$ cat src/rtl/led_drv_pkg.sv
// Shared types and helpers for the LED string driver.
// Holds the controller state encoding, the default duty resolution with its
// matching full-on duty constant, and width helpers for index/counter sizing.
package led_drv_pkg;

  typedef enum logic [1:0] {
    IDLE   = 2'd0,
    RAMP   = 2'd1,
    STEADY = 2'd2
  } state_e;

  localparam int unsigned DEF_PWM_BITS = 8;
  localparam int unsigned PWM_MAX      = (1 << DEF_PWM_BITS) - 1;

  // Width of a channel index, never narrower than one bit.
  function automatic int unsigned ch_idx_w(input int unsigned n);
    return (n > 1) ? $clog2(n) : 1;
  endfunction

  // Width of a counter that must hold values 0..max_val.
  function automatic int unsigned cnt_w(input int unsigned max_val);
    return (max_val > 0) ? $clog2(max_val + 1) : 1;
  endfunction

endpackage

$ cat src/rtl/led_string_driver_channel.sv
// One LED channel: target/current duty, soft ramp, forward-voltage fault
// latch and the registered PWM drive.
// Ports: clk/reset; en_i global enable; run_i counters running;
// ramp_tick_i ramp step strobe; pwm_cnt_i shared PWM phase; wr_i/wr_val_i
// target write; fault_clr_i; vf_ok_i comparator; led_on_o, fault_o
// registered; tgt_nz_c_o and ramping_c_o combinational status for the FSM.
module led_channel
  import led_drv_pkg::*;
#(
  parameter int unsigned PWM_BITS  = DEF_PWM_BITS,
  parameter int unsigned FAULT_CNT = 3
) (
  input  logic                clk,
  input  logic                reset,
  input  logic                en_i,
  input  logic                run_i,
  input  logic                ramp_tick_i,
  input  logic [PWM_BITS-1:0] pwm_cnt_i,
  input  logic                wr_i,
  input  logic [PWM_BITS-1:0] wr_val_i,
  input  logic                fault_clr_i,
  input  logic                vf_ok_i,
  output logic                led_on_o,
  output logic                fault_o,
  output logic                tgt_nz_c_o,
  output logic                ramping_c_o
);

  localparam int unsigned BAD_W = cnt_w(FAULT_CNT);

  logic [PWM_BITS-1:0] cur_q, cur_d, tgt_q, tgt_d;
  logic [BAD_W-1:0]    bad_q, bad_d, bad_smp;
  logic                fault_q, fault_d, fault_set;
  logic                led_on_q, led_on_d;

  // Channel state registers.
  always_ff @(posedge clk) begin
    if (reset) begin
      cur_q    <= '0;
      tgt_q    <= '0;
      bad_q    <= '0;
      fault_q  <= 1'b0;
      led_on_q <= 1'b0;
    end else begin
      cur_q    <= cur_d;
      tgt_q    <= tgt_d;
      bad_q    <= bad_d;
      fault_q  <= fault_d;
      led_on_q <= led_on_d;
    end
  end

  // Target write, bad-sample tracking, fault latch and ramp step.
  always_comb begin
    tgt_d     = wr_i ? wr_val_i : tgt_q;
    bad_smp   = bad_q;
    fault_d   = fault_q;
    cur_d     = cur_q;
    fault_set = 1'b0;

    // Only cycles where this channel is actually lit are samples.
    if (led_on_q && !fault_q) begin
      if (vf_ok_i) begin
        bad_smp = '0;
      end else if (bad_q != BAD_W'(FAULT_CNT)) begin
        bad_smp = bad_q + BAD_W'(1);
      end
    end
    fault_set = (bad_smp == BAD_W'(FAULT_CNT));

    bad_d = bad_smp;
    if (fault_clr_i) begin
      fault_d = 1'b0;
      bad_d   = '0;
    end
    // A latching fault overrides a simultaneous clear.
    if (fault_set) begin
      fault_d = 1'b1;
      bad_d   = '0;
    end

    // Step compares against the registered target, ignoring same-cycle writes.
    if (!run_i || fault_q || fault_set) begin
      cur_d = '0;
    end else if (ramp_tick_i) begin
      if (cur_q < tgt_q) begin
        cur_d = cur_q + PWM_BITS'(1);
      end else if (cur_q > tgt_q) begin
        cur_d = cur_q - PWM_BITS'(1);
      end
    end

    led_on_d = en_i && !fault_q && (pwm_cnt_i < cur_q);
  end

  assign led_on_o    = led_on_q;
  assign fault_o     = fault_q;
  assign tgt_nz_c_o  = (tgt_q != '0);
  assign ramping_c_o = !fault_q && (cur_q != tgt_q);

endmodule

$ cat src/rtl/led_string_driver.sv
// Digital driver for NUM_CH LED strings: shared PWM and ramp timebase,
// IDLE/RAMP/STEADY controller and duty-write decode around led_channel.
// Ports: clk; reset sync active-high; en global enable; duty_wr/duty_ch/
// duty_val target write; fault_clr; vf_ok per-channel comparator;
// led_on, fault per-channel registered; busy high while ramping.
module led_string_driver
  import led_drv_pkg::*;
#(
  parameter int unsigned NUM_CH    = 4,
  parameter int unsigned PWM_BITS  = DEF_PWM_BITS,
  parameter int unsigned RAMP_DIV  = 16,
  parameter int unsigned FAULT_CNT = 3
) (
  input  logic                          clk,
  input  logic                          reset,
  input  logic                          en,
  input  logic                          duty_wr,
  input  logic [ch_idx_w(NUM_CH)-1:0]   duty_ch,
  input  logic [PWM_BITS-1:0]           duty_val,
  input  logic                          fault_clr,
  input  logic [NUM_CH-1:0]             vf_ok,
  output logic [NUM_CH-1:0]             led_on,
  output logic [NUM_CH-1:0]             fault,
  output logic                          busy
);

  localparam int unsigned CH_W     = ch_idx_w(NUM_CH);
  localparam int unsigned RD_W     = cnt_w(RAMP_DIV - 1);
  localparam int unsigned PWM_WRAP = (1 << PWM_BITS) - 2;

  state_e              state_q, state_d;
  logic                busy_q, busy_d;
  logic [PWM_BITS-1:0] pwm_cnt_q, pwm_cnt_d;
  logic [RD_W-1:0]     ramp_div_cnt_q, ramp_div_cnt_d;
  logic                run_c, ramp_tick_c;
  logic [NUM_CH-1:0]   tgt_nz_c, ramping_c;

  // State and timebase registers.
  always_ff @(posedge clk) begin
    if (reset) begin
      state_q        <= IDLE;
      busy_q         <= 1'b0;
      pwm_cnt_q      <= '0;
      ramp_div_cnt_q <= '0;
    end else begin
      state_q        <= state_d;
      busy_q         <= busy_d;
      pwm_cnt_q      <= pwm_cnt_d;
      ramp_div_cnt_q <= ramp_div_cnt_d;
    end
  end

  // Timebase runs only once out of IDLE with enable still high.
  always_comb begin
    run_c          = en && (state_q != IDLE);
    pwm_cnt_d      = '0;
    ramp_div_cnt_d = '0;
    ramp_tick_c    = 1'b0;
    if (run_c) begin
      pwm_cnt_d      = (pwm_cnt_q == PWM_BITS'(PWM_WRAP)) ? '0 : pwm_cnt_q + PWM_BITS'(1);
      ramp_tick_c    = (ramp_div_cnt_q == RD_W'(RAMP_DIV - 1));
      ramp_div_cnt_d = ramp_tick_c ? '0 : ramp_div_cnt_q + RD_W'(1);
    end
  end

  // Next-state logic.
  always_comb begin
    state_d = state_q;
    if (!en) begin
      state_d = IDLE;
    end else begin
      case (state_q)
        IDLE:    state_d = (|tgt_nz_c)  ? RAMP : STEADY;
        default: state_d = (|ramping_c) ? RAMP : STEADY;
      endcase
    end
  end

  // Output decode, registered alongside the state.
  always_comb begin
    busy_d = (state_d == RAMP);
  end

  assign busy = busy_q;

  for (genvar i = 0; i < NUM_CH; i++) begin : g_ch
    led_channel #(
      .PWM_BITS  (PWM_BITS),
      .FAULT_CNT (FAULT_CNT)
    ) u_ch (
      .clk         (clk),
      .reset       (reset),
      .en_i        (en),
      .run_i       (run_c),
      .ramp_tick_i (ramp_tick_c),
      .pwm_cnt_i   (pwm_cnt_q),
      .wr_i        (duty_wr && (duty_ch == CH_W'(i))),
      .wr_val_i    (duty_val),
      .fault_clr_i (fault_clr),
      .vf_ok_i     (vf_ok[i]),
      .led_on_o    (led_on[i]),
      .fault_o     (fault[i]),
      .tgt_nz_c_o  (tgt_nz_c[i]),
      .ramping_c_o (ramping_c[i])
    );
  end

endmodule

$ cat config.mk
export PLATFORM = sky130hd
export DESIGN_NAME = led_string_driver
export DESIGN_NICKNAME = d
export VERILOG_FILES = /design/src/rtl/led_drv_pkg.sv /design/src/rtl/led_string_driver_channel.sv /design/src/rtl/led_string_driver.sv
export SDC_FILE = /design/constraint.sdc
export NUM_CORES = 1
export LEC_CHECK = 0
export BUFFER_PORTS_ARGS = -buffer_cell sky130_fd_sc_hd__buf_2
export CORE_UTILIZATION = 47
export DETAILED_ROUTE_END_ITERATION = 6
export PLACE_DENSITY = 0.63
export SYNTH_ARGS = -nofsm -noshare
export SYNTH_HDL_FRONTEND = slang
export SYNTH_SLANG_ARGS = --single-unit
$ cat constraint.sdc
create_clock -name clk -period 5.1 [get_ports clk]
set_input_delay 0.51 -clock clk [delete_from_list [all_inputs] [get_ports clk]]
set_output_delay 0.51 -clock clk [all_outputs]
set_load 0.02 [all_outputs]
==> results of run 1 <==
-- worst min-delay path: cells and delay by family --
kind,cells,cell delay [ns]
AO/OA/AOI/OAI,1,0.07
buffers and inverters,1,0.14
AND/OR/NAND/NOR,1,0.07
-- logic make-up after synthesis --
| logic type | count (synthesis) | synth area share |
|---|---|---|
| fa+ha+maj | 91 | 0.1811 |
| buf+inv | 88 | 0.05701 |
| simple gates | 251 | 0.2067 |
| flops | 95 | 0.2947 |
| mux | 41 | 0.06360 |
| xor+xnor | 31 | 0.04208 |
| compound gates | 146 | 0.1547 |
-- how the worst max path moves through the flow --
stage | slack, ns | end | cells past startpoint
floorplan | 2.38 | g_ch[1].u_ch.cur_q[7] | 12
global placement | 2.19 | g_ch[1].u_ch.cur_q[7] | 12
detailed placement | 2.09 | g_ch[2].u_ch.cur_q[7] | 12
CTS | 2.08 | g_ch[2].u_ch.cur_q[7] | 12
global route | 1.76 | g_ch[0].u_ch.cur_q[7] | 12
finish | 2.07 | g_ch[0].u_ch.cur_q[7] | 12
-- power breakdown --
group	switching (mW)	internal, mW
Sequential	0.0101	0.753
Combinational	0.148	0.0914
Clock	0.277	0.389
-- cell type report --
class	instances	area, µm²	share of cell area
multi-input cells	560	4183	0.5990
well taps	176	220.2	0.03154
inverters	70	262.8	0.03763
clock buffers	13	250.2	0.03584
repair buffers	27	135.1	0.01935
flip-flops and latches	95	1902	0.2724
clock inverters	1	30.03	0.004300
-- cells in the final DEF, fill, tap and decap left out, types with 5 or more instances in the layout --
cell,count
nor2_1,100
dfxtp_1,95
ha_1,87
inv_1,70
a21oi_1,57
mux2i_1,41
nand2_1,35
buf_2,27
a21o_1,24
xnor2_1,22
nor2b_1,17
nand3_1,16
nand4_1,15
nor4_1,12
nor3_1,10
xor2_1,9
clkbuf_16,9
nand2b_1,8
o21a_1,8
o21ai_1,6
o22ai_1,6
nand3b_1,5
o21ai_0,5
-- per-stage QoR --
step / setup slack (ns) / power [mW] / util
5_1_grt: 1.761 / 1.747 / 0.5252
2_1_floorplan: 2.384 / 0.9595 / -
6_report: 2.071 / 1.669 / 0.5252
4_1_cts: 2.080 / 1.690 / 0.5252
3_5_place_dp: 2.093 / 1.020 / 0.5041
3_3_place_gp: 2.187 / 1.011 / 0.5041
-- sequential cells by signal (all words and copies together), names as in the netlist --
| signal | cells |
|---|---|
| g_ch.u_ch.fault_o | 4 |
| g_ch.u_ch.led_on_o | 4 |
| g_ch.u_ch.tgt_q | 32 |
| state_q | 2 |
| g_ch.u_ch.bad_q | 8 |
| g_ch.u_ch.cur_q | 32 |
| busy | 1 |
| pwm_cnt_q | 8 |
| ramp_div_cnt_q | 4 |
-- routing by layer --
metal  global-route usage  share of wire
met1               0.2756           0.47
met2               0.3921           0.48
met3              0.03209          0.026
met4               0.1131          0.028
met5                    0              0
==> results.json, run 1 <==
{
  "outcome": "finished, final reports clean",
  "core_um2": 13300,
  "insertion_delay_ns": 0.35,
  "clock-root-buffer": "clkbuf_16",
  "die_width_um": 119.2,
  "gr-total-overflow": 0,
  "fillers": 1247,
  "antenna_left": 0,
  "cpMaxStageDelayCell": "dfxtp_1",
  "io_pins": 28,
  "htreeDepth": 3,
  "path_delay_family": "compound AO/OA/AOI/OAI gates",
  "ys.flop_type": "dfxtp_1",
  "finalMaxSlewViolations": 0,
  "cp-start-kind": "register",
  "clock-sinks": 95,
  "ir_drop_v": 0.0001328,
  "antenna_found_initial": 0,
  "avgSynthCellArea_um2": 8.684,
  "crit_arrival_ns": 3.26,
  "cts_setup_buffers": 0,
  "ctsHoldBuffers": 0,
  "synth_seq_cells": 95,
  "grt_pass1_wl_um": 25190,
  "syn_area_um2": 6452,
  "whs_path_depth": 3,
  "synth.yosys.warnings": 0,
  "port_buffers": 27,
  "synthCells": 743,
  "placementRows": 42,
  "drt-initial-drc-count": 312,
  "holdPathEnd": "g_ch[0].u_ch.tgt_q[2]",
  "die-height_um": 119.2,
  "async_flop_share": 0,
  "r2r_slack_ns": 2.07,
  "syn-num-nets": 853,
  "tightestPinTransition_ns": 0.8707,
  "cts_buffer_depth": 2,
  "yosysUniqueCellTypes": 58,
  "rsz0062_at_grt": "no",
  "grt_pass1_vias": 5128,
  "die-area_um2": 14200,
  "synth_most_common_cell": "nor2_1",
  "cap_viol_max_count": 0,
  "initial_utilization": 0.4853,
  "cts_tree": "yes",
  "hold_viol_final": 0,
  "critPathBufInv": 0,
  "n_antenna_cell": 0,
  "vias": 5216,
  "setup_viol": 0,
  "drt_wl_total_um": 15130,
  "power_density_nw_per_um2": 239.0,
  "drive_gt1_frac": 0.08747,
  "whs_ns": 0.4864,
  "num-nets-final": 873,
  "grt_usage": 0.2274,
  "stdcell_area_um2": 6983,
  "hp-class": "input port to register",
  "synth_top_area_cell": "dfxtp_1",
  "clk_pin_slew_worst_paths_ns": 0.06,
  "syn2layout_area_growth_pct": 8.222,
  "path_class": "register to register",
  "dp_hpwl_um": 11360,
  "drc": 0,
  "yosysTopAreaCellShare": 0.2947,
  "crit_fanout": 10,
  "period_share": 0.5938,
  "post_dp_cell_area_um2": 6703,
  "synth.top_cells.by_count": "nor2_1 (100), dfxtp_1 (95), ha_1 (87)",
  "wire_per_inst_um": 16.06,
  "dp_cells": 928,
  "ff2ff_path_depth": 12,
  "viasPerCell": 5.537,
  "cts_resized": 0,
  "min_period_ns": 3.029,
  "r2r-start": "g_ch[0].u_ch.cur_q[1]",
  "cp.required_ns": 5.33,
  "cp-startpoint": "g_ch[0].u_ch.cur_q[1]",
  "finClkSkew_ns": 0.006778,
  "gp_congestion": 0.8388,
  "yosysSeqAreaShare": 0.2947,
  "setup_tns_ns": 0,
  "rr_endpoint": "g_ch[0].u_ch.cur_q[7]",
  "critical_path.cell_chain": "ha_1 -> nor2b_1 -> o211ai_2 -> a21oi_1 -> or2_1 -> ha_1 -> a21o_1 -> a21oi_1 -> o31a_1 -> nor2_1 -> a221oi_1 -> nand3_1",
  "firstDrtPassIters": 4,
  "synth_area_leaders": "dfxtp_1 (29%), ha_1 (17%), mux2i_1 (6.4%)",
  "slowest_delay_ns": 0.44,
  "max_slew_margin": 0.4170,
  "synth_edf_count": 0,
  "cts_buffers": 9,
  "layout.cells.non_filler": 942,
  "worstSetupEndpointType": "register",
  "grt_max_degree": 39,
  "hold_start": "duty_val[2]",
  "p_leak_nw": 2.829,
  "fmax_mhz": 330.2
}
Power figures use the tool's default switching activity.
==> inputs of run 2 (changes only) <==
clock period = 3 ns   (was 5.1 ns; I/O delays follow)
==> run 2 against run 1 <==
  * Critical path depth increased by 3
  * Via count is 3.0% higher
  * Sequential power grew 70%
  * Die area is the same
  * Non-clock buffer count rose by 30
  * Hold slack got worse by 0.22 ns
  * Clock power grew 76%
  * Combinational power rose by 91%
==> results.json, run 2 (synthesis results as in run 1) <==
{
  "outcome": "finished, final reports clean",
  "dp_cells": 953,
  "p_leak_nw": 3.019,
  "min_period_ns": 2.943,
  "viasPerCell": 5.511,
  "grt_pass1_vias": 5192,
  "dp_hpwl_um": 11770,
  "clock-root-buffer": "clkbuf_16",
  "fmax_mhz": 339.8,
  "pwr-share-comb": 0.157,
  "core_um2": 13300,
  "initial_utilization": 0.4853,
  "finalMaxSlewViolations": 0,
  "grt_pass1_wl_um": 25350,
  "setup_tns_ns": 0,
  "die_width_um": 119.2,
  "crit_end": "g_ch[3].u_ch.cur_q[7]",
  "antenna_found_initial": 0,
  "wire_per_inst_um": 16.31,
  "gr-total-overflow": 0,
  "final_core_util": 0.5550,
  "cap_viol_max_count": 0,
  "htreeDepth": 3,
  "power_switching_uw": 788.3,
  "grt_usage": 0.2298,
  "cts_buffer_depth": 2,
  "num-nets-final": 904,
  "clock-sinks": 95,
  "critical_path.cell_chain": "inv_1 -> ha_4 -> nor2b_4 -> o211ai_4 -> a21oi_2 -> or2_4 -> buf_6 -> ha_4 -> a21oi_2 -> o21a_1 -> o31a_1 -> buf_4 -> nor2_1 -> a221oi_1 -> nand3_1",
  "fillers": 1195,
  "layout.cells.most_common": "nor2_1",
  "cp-startpoint": "g_ch[3].u_ch.tgt_q[1]",
  "layout.cells.non_filler": 975,
  "ff2ff_path_depth": 15,
  "swShare": 0.2697,
  "slowest_delay_ns": 0.33,
  "crit_fanout": 6,
  "die-area_um2": 14200,
  "clk_pin_slew_worst_paths_ns": 0.07,
  "io_pins": 28,
  "post_dp_cell_area_um2": 6890,
  "rr_endpoint": "g_ch[3].u_ch.cur_q[7]",
  "finClkSkew_ns": 0.006796,
  "final_cell_mix": "nor2_1 (100), dfxtp_1 (94), ha_1 (82)",
  "path_delay_family": "compound AO/OA/AOI/OAI gates",
  "drc": 0,
  "p_seq_frac": 0.444,
  "cts_tree": "yes",
  "path_class": "register to register",
  "tightestPinTransition_ns": 0.8191,
  "ir_drop_v": 0.0002199,
  "drt_wl_total_um": 15900,
  "syn2layout_area_growth_pct": 14.35,
  "p_total_mw": 2.923,
  "period_share": 0.9809,
  "regArea_um2": 1903,
  "worstSetupEndpointType": "register",
  "max_slew_margin": 0.4515,
  "p_int_mw": 2.134,
  "cp-start-kind": "register",
  "drive_gt1_frac": 0.1589,
  "placementRows": 42,
  "multi_input_area_um2": 4335,
  "vias": 5373,
  "gp_congestion": 0.8284,
  "hold_viol_final": 0,
  "n_antenna_cell": 0,
  "clkPwrFrac": 0.399,
  "firstDrtPassIters": 4,
  "path_depth": 15,
  "antenna_left": 0,
  "stdcell_area_um2": 7378,
  "hp-class": "input port to register",
  "r2r_slack_ns": 0.06,
  "die-height_um": 119.2,
  "power_density_nw_per_um2": 396.1,
  "setup_viol": 0,
  "reg_top3": "g_ch.u_ch.cur_q (32), g_ch.u_ch.tgt_q (32)",
  "critPathBufInv": 3,
  "drt-initial-drc-count": 302,
  "cts_buffers": 9,
  "cpMaxStageDelayCell": "dfxtp_2",
  "insertion_delay_ns": 0.35,
  "cp.required_ns": 3.23,
  "crit_arrival_ns": 3.17,
  "r2r-start": "g_ch[3].u_ch.tgt_q[1]",
  "grt_max_degree": 38,
  "port_buffers": 27
}
run 2: cell count changes in the layout (fill, tap and decap cells not counted), sizes merged:
| cell | before | now |
|---|---|---|
| buf | 27 | 57 |
| or2 | 6 | 7 |
| clkinv | 0 | 1 |
| clkinvlp | 0 | 1 |
run 2: area by class of cell:
| type | count | area share |
|---|---|---|
| Clock buffer | 13 | 0.03392 |
| Clock inverter | 3 | 0.005766 |
| Inverter | 70 | 0.03561 |
| Multi-Input combinational cell | 561 | 0.5876 |
| Sequential cell | 95 | 0.2579 |
| Tap cell | 176 | 0.02985 |
| Timing Repair Buffer | 57 | 0.04935 |
run 2: what timing repair did:
action / CTS / global route
hold buffers: 0 / 0
setup endpoints to repair: 0 / 12
endpoints found under the hold margin: 0 / 0
setup buffers: 0 / 5
gates resized for setup: 0 / 32
run 2: power by group through the flow:
stage          clock (mW)  combinational [mW]  sequential, mW
2_1_floorplan           0               0.310            1.32
3_3_place_gp            0               0.394            1.33
3_5_place_dp            0               0.408            1.33
4_1_cts              1.18               0.410            1.30
5_1_grt              1.24               0.503            1.30
6_report             1.17               0.458            1.30
run 2: worst min path at each step:
stage	startpoint	to	depth (start not counted)
after floorplan	duty_val[1]	g_ch[0].u_ch.tgt_q[1]	2
after global placement	ramp_div_cnt_q[0]	ramp_div_cnt_q[0]	1
after detailed placement	ramp_div_cnt_q[0]	ramp_div_cnt_q[0]	1
after CTS	duty_val[7]	g_ch[0].u_ch.tgt_q[7]	3
after global routing	duty_val[2]	g_ch[0].u_ch.tgt_q[2]	3
final	duty_val[7]	g_ch[0].u_ch.tgt_q[7]	3
run 2: per-layer routing:
metal	wire length [µm]	up-vias	GRT usage
li1	-	2714	-
met1	7125	2543	0.2792
met2	7789	86	0.4004
met3	439	30	0.02682
met4	547	0	0.1123
met5	0	-	0
run 2: metrics by stage:
step / worst slack (ns) / hold WS [ns]
floorplan: 0.2842 / 0.4386
global route: -0.01090 / 0.2941
CTS: 0.01783 / 0.2510
finish: 0.05719 / 0.2692
global placement: 0.1031 / 0.4617
detailed placement: 0.03840 / 0.4803
run 2: worst register-to-register path: stages, from the launching register on:
cell,delay (ns)
dfxtp_2,0.33
inv_1,0.07
ha_4,0.24
nor2b_4,0.13
o211ai_4,0.22
a21oi_2,0.09
or2_4,0.29
buf_6,0.15
ha_4,0.24
a21oi_2,0.16
o21a_1,0.14
o31a_1,0.20
buf_4,0.14
nor2_1,0.04
a221oi_1,0.28
nand3_1,0.12
